$ cat config.mk
export PLATFORM = sky130hd
export DESIGN_NAME = dp16x4_fifo_ctrl
export DESIGN_NICKNAME = d
export VERILOG_FILES = /design/src/rtl/dp16x4_pkg.sv /design/src/rtl/dp16x4_rdvalid_pipe.sv /design/src/rtl/dp16x4_fifo_ctrl.sv
export SDC_FILE = /design/constraint.sdc
export NUM_CORES = 1
export LEC_CHECK = 0
export CORE_AREA = 2 2 49 51
export DETAILED_ROUTE_END_ITERATION = 8
export DIE_AREA = 0 0 51 53
export PLACE_DENSITY = 0.81
export SETUP_SLACK_MARGIN = 0.3
export SLEW_MARGIN = 20
export SYNTH_ARGS = -nofsm -noshare
export SYNTH_HDL_FRONTEND = slang
export SYNTH_HIERARCHICAL = 1
export SYNTH_SLANG_ARGS = --single-unit
$ cat constraint.sdc
create_clock -name Clock -period 5.36 [get_ports Clock]
set_input_delay 0.804 -clock Clock [delete_from_list [all_inputs] [get_ports Clock]]
set_output_delay 0.804 -clock Clock [all_outputs]
set_load 0.005 [all_outputs]
$ cat src/rtl/dp16x4_pkg.sv
// Shared constants and types for the 16x4 dual-port EBR FIFO controller.
package dp16x4_pkg;

    localparam int DEPTH = 16;
    localparam int AW    = 4;
    localparam int DW    = 4;

    typedef logic [AW-1:0] addr_t;
    typedef logic [DW-1:0] data_t;
    typedef logic [AW:0]   count_t;

endpackage

$ cat src/rtl/dp16x4_rdvalid_pipe.sv
// Shift register that carries accepted pops alongside the memory read latency.
module dp16x4_rdvalid_pipe
    import dp16x4_pkg::*;
#(
    parameter int LATENCY = 1
) (
    input  logic clk,
    input  logic clear,
    input  logic pop_accept,
    output logic pop_valid
);

    logic [LATENCY-1:0] stage;

    // NOTE: only this valid pipeline is cleared; the read data path is left
    // unreset because a cleared valid bit already marks it as don't-care.
    always_ff @(posedge clk) begin
        if (clear) begin
            stage <= '0;
        end else begin
            stage[0] <= pop_accept;
            for (int i = 1; i < LATENCY; i++) begin
                stage[i] <= stage[i-1];
            end
        end
    end

    assign pop_valid = stage[LATENCY-1];

endmodule

$ cat src/rtl/dp16x4_fifo_ctrl.sv
// Single-clock FIFO controller driving the 16x4 dual-port EBR as a 16-deep FIFO,
// with occupancy flags and sticky overflow/underflow errors.
module dp16x4_fifo_ctrl
    import dp16x4_pkg::*;
#(
    parameter int RD_LATENCY = 1,
    parameter int AF_LEVEL   = 14
) (
    input  logic          Clock,
    input  logic          Reset,
    input  logic          PushEn,
    input  logic [DW-1:0] PushData,
    input  logic          PopEn,
    output logic [DW-1:0] PopData,
    output logic          PopValid,
    output logic          Full,
    output logic          Empty,
    output logic          AlmostFull,
    output logic [AW:0]   Count,
    output logic          Overflow,
    output logic          Underflow,
    output logic [DW-1:0] Data,
    output logic [AW-1:0] WrAddress,
    output logic          WrEn,
    output logic [AW-1:0] RdAddress,
    output logic          RdEn,
    input  logic [DW-1:0] Q
);

    localparam count_t FULL_CNT = count_t'(DEPTH);
    localparam count_t AF_CNT   = count_t'(AF_LEVEL);

    addr_t  wr_ptr;
    addr_t  rd_ptr;
    count_t count;
    logic   push_ok;
    logic   pop_ok;

    assign Full       = (count == FULL_CNT);
    assign Empty      = (count == '0);
    assign AlmostFull = (count >= AF_CNT);
    assign Count      = count;

    // Refusing the push while full keeps the write off the word being read.
    assign push_ok = PushEn & ~Full;
    assign pop_ok  = PopEn & ~Empty;

    assign Data      = PushData;
    assign WrAddress = wr_ptr;
    assign RdAddress = rd_ptr;
    assign WrEn      = push_ok & ~Reset;
    assign RdEn      = pop_ok & ~Reset;

    // NOTE: sequential state uses non-blocking assignments so every register
    // samples the pre-edge values, independent of statement order.
    always_ff @(posedge Clock) begin
        if (Reset) begin
            wr_ptr    <= '0;
            rd_ptr    <= '0;
            count     <= '0;
            Overflow  <= 1'b0;
            Underflow <= 1'b0;
        end else begin
            if (push_ok) begin
                wr_ptr <= wr_ptr + addr_t'(1);
            end
            if (pop_ok) begin
                rd_ptr <= rd_ptr + addr_t'(1);
            end

            case ({push_ok, pop_ok})
                2'b10:   count <= count + count_t'(1);
                2'b01:   count <= count - count_t'(1);
                default: count <= count;
            endcase

            if (PushEn && !push_ok) begin
                Overflow <= 1'b1;
            end
            if (PopEn && !pop_ok) begin
                Underflow <= 1'b1;
            end
        end
    end

    dp16x4_rdvalid_pipe #(
        .LATENCY (RD_LATENCY)
    ) u_rdvalid_pipe (
        .clk        (Clock),
        .clear      (Reset),
        .pop_accept (pop_ok),
        .pop_valid  (PopValid)
    );

    assign PopData = Q;

endmodule

==> metrics.txt <==
nets 140; Total Neg Setup Slack 0 ps; chip height 53 µm; TritonCTS clock tree built; cell total after placement 144; Synth Register Bits 16; Post-synth top flop dfxtp_1; Area after DPL 0.00110 mm²; Filler cells 205; Iteration-0 DRC Markers 6; asr flop ratio synth 0; area share of the largest cell type after synthesis 0.351; register area share after synthesis 0.351; H-Tree Depth 1; Routability Congestion 0.874; most frequent cells in the layout 24 x nor2_1, 24 x clkdlybuf4s50_1, 16 x dfxtp_1; Power Density 513 mW/mm²; Max-Cap Viols 0; Worst-path clk slew 90 ps; Synth warnings 6; Routed WL 1.76 mm; Routed Antenna Nets 0; leakage 0.472 nW; Period Utilization, post-route 0.603; Slew @ Worst Pin 783 ps; Mean Syn Cell Area 8.77 µm²; DP HPWL 1.35 mm; cts hold-fix bufs 0; WHS 481 ps; area added between synthesis and finish 25.1%; Post-Syn Instances 104; Synth area leaders dfxtp_1 35%, nor2_1 9.9%, buf_4 8.2%; clk sinks 16; Final min period 3230 ps; cts repair resizes 0; Avg WL per Cell 11.9 µm; Distinct cells, synth 28; Slew Viols, Final 0; Final Non-Filler Cells 148; FP Rows 17; Max-slew headroom 0.477; Post-Syn Nets 123; overall power 586 µW; clk_skew 12.6 ps; All-Layer GR Usage 0.144; largest net degree at the start of global routing 22; via count 745; root buf cell clkbuf_4; Final Hold Viols 0; vias in the first global route 742; r2r setup slk 2360 ps; total CTS buffers 3; IO Port Bufs 24; kind of critical path in -> out; layout cells sized above 1 0.0833; core area 0.00215 mm²; unrepaired setup endpoints after global routing false; outcome finished clean; die area 0.00270 mm²; Yosys top cell by area dfxtp_1; first-pass GRT wire length 2.98 mm; fmax 309 MHz; total grt overflow 0; CP required 4560 ps; Starting Density 0.425; Hold WC Path Type reg -> reg; Max Fanout on Critical Path 21; WP data arrival 2430 ps; startpoint types input pin; ANT cells 0; io pins 41; # DRC 0; Die Span X 51 µm; Design Area, Final 0.00114 mm²; clock latency on the worst-skew pair 290 ps; vias per inst 5.03; CTS max path bufs 2; first-pass iteration count of the detailed router 4; # Post-CTS Setup Buffers 0; antenna violations before repair 0; final setup vio count 0; Post-synth EDFFs 0; Worst VDD drop 260 µV; CP endpoint kind primary output; Post-Syn Area 912 µm²
-- critical path, cell delays in order --
cell,delay (ps)
clkdlybuf4s50_1,810
nor2_1,280
clkdlybuf4s50_1,530
-- metrics by stage --
step | util | setup slack, ps
6_report | 0.531 | 2130
5_1_grt | 0.531 | 2070
4_1_cts | 0.531 | 2120
3_5_place_dp | 0.514 | 2010
3_3_place_gp | 0.514 | 2040
2_1_floorplan | - | 2650
-- layout make-up --
class                   instances  area (µm²)  share of cell area
multi-input cells              69         483               0.423
flip-flops and latches         16         320               0.281
repair buffers                 24         240               0.211
clock buffers                   4        36.3              0.0318
well taps                      28        35.0              0.0307
inverters                       7        26.3              0.0230
-- sequential cells by signal, indices dropped and copies added, names as in the netlist --
register and count:
WrAddress 4, u_rdvalid_pipe/pop_valid 1, Underflow 1, RdAddress 4, Count 5, Overflow 1
-- logic make-up after synthesis --
family | share of synthesized area
and+or+nand+nor | 0.195
AOI/OAI and AO/OA | 0.108
buffers and inverters | 0.119
xor gates and xnor gates | 0.0768
DFF | 0.351
muxes | 0.0453
adders and majority gates | 0.104
-- synth_stat cells (2+ instances only) --
| cell | instances |
|---|---|
| nor2_1 | 24 |
| clkbuf_1 | 2 |
| xor2_1 | 5 |
| buf_4 | 10 |
| a211oi_1 | 2 |
| mux2i_1 | 3 |
| nor4_1 | 2 |
| dfxtp_1 | 16 |
| xnor2_1 | 3 |
| ha_1 | 6 |
| inv_1 | 7 |
| a21oi_1 | 7 |
| o211ai_1 | 2 |
-- per-layer routing --
metal,GRT usage,share of wire,vias up
li1,-,-,370
met1,0.168,0.42,346
met2,0.258,0.51,25
met3,0.0113,0.051,4
met4,0.0856,0.018,0
met5,0,0,-
-- report_power, final --
part           internal (mW)  switching (mW)
registers              0.149          0.0410
clock network         0.0414          0.0392
logic                  0.172           0.143
total                  0.362           0.223
-- worst paths after layout --
path | start | endpoint | cells past startpoint
setup / recovery | Reset | WrEn | 3
hold / removal | Underflow | Underflow | 2
setup reg to reg | Count[0] | Count[4] | 10
hold reg to reg | Underflow | Underflow | 2
No activity file was read; power rests on OpenSTA's default activity.
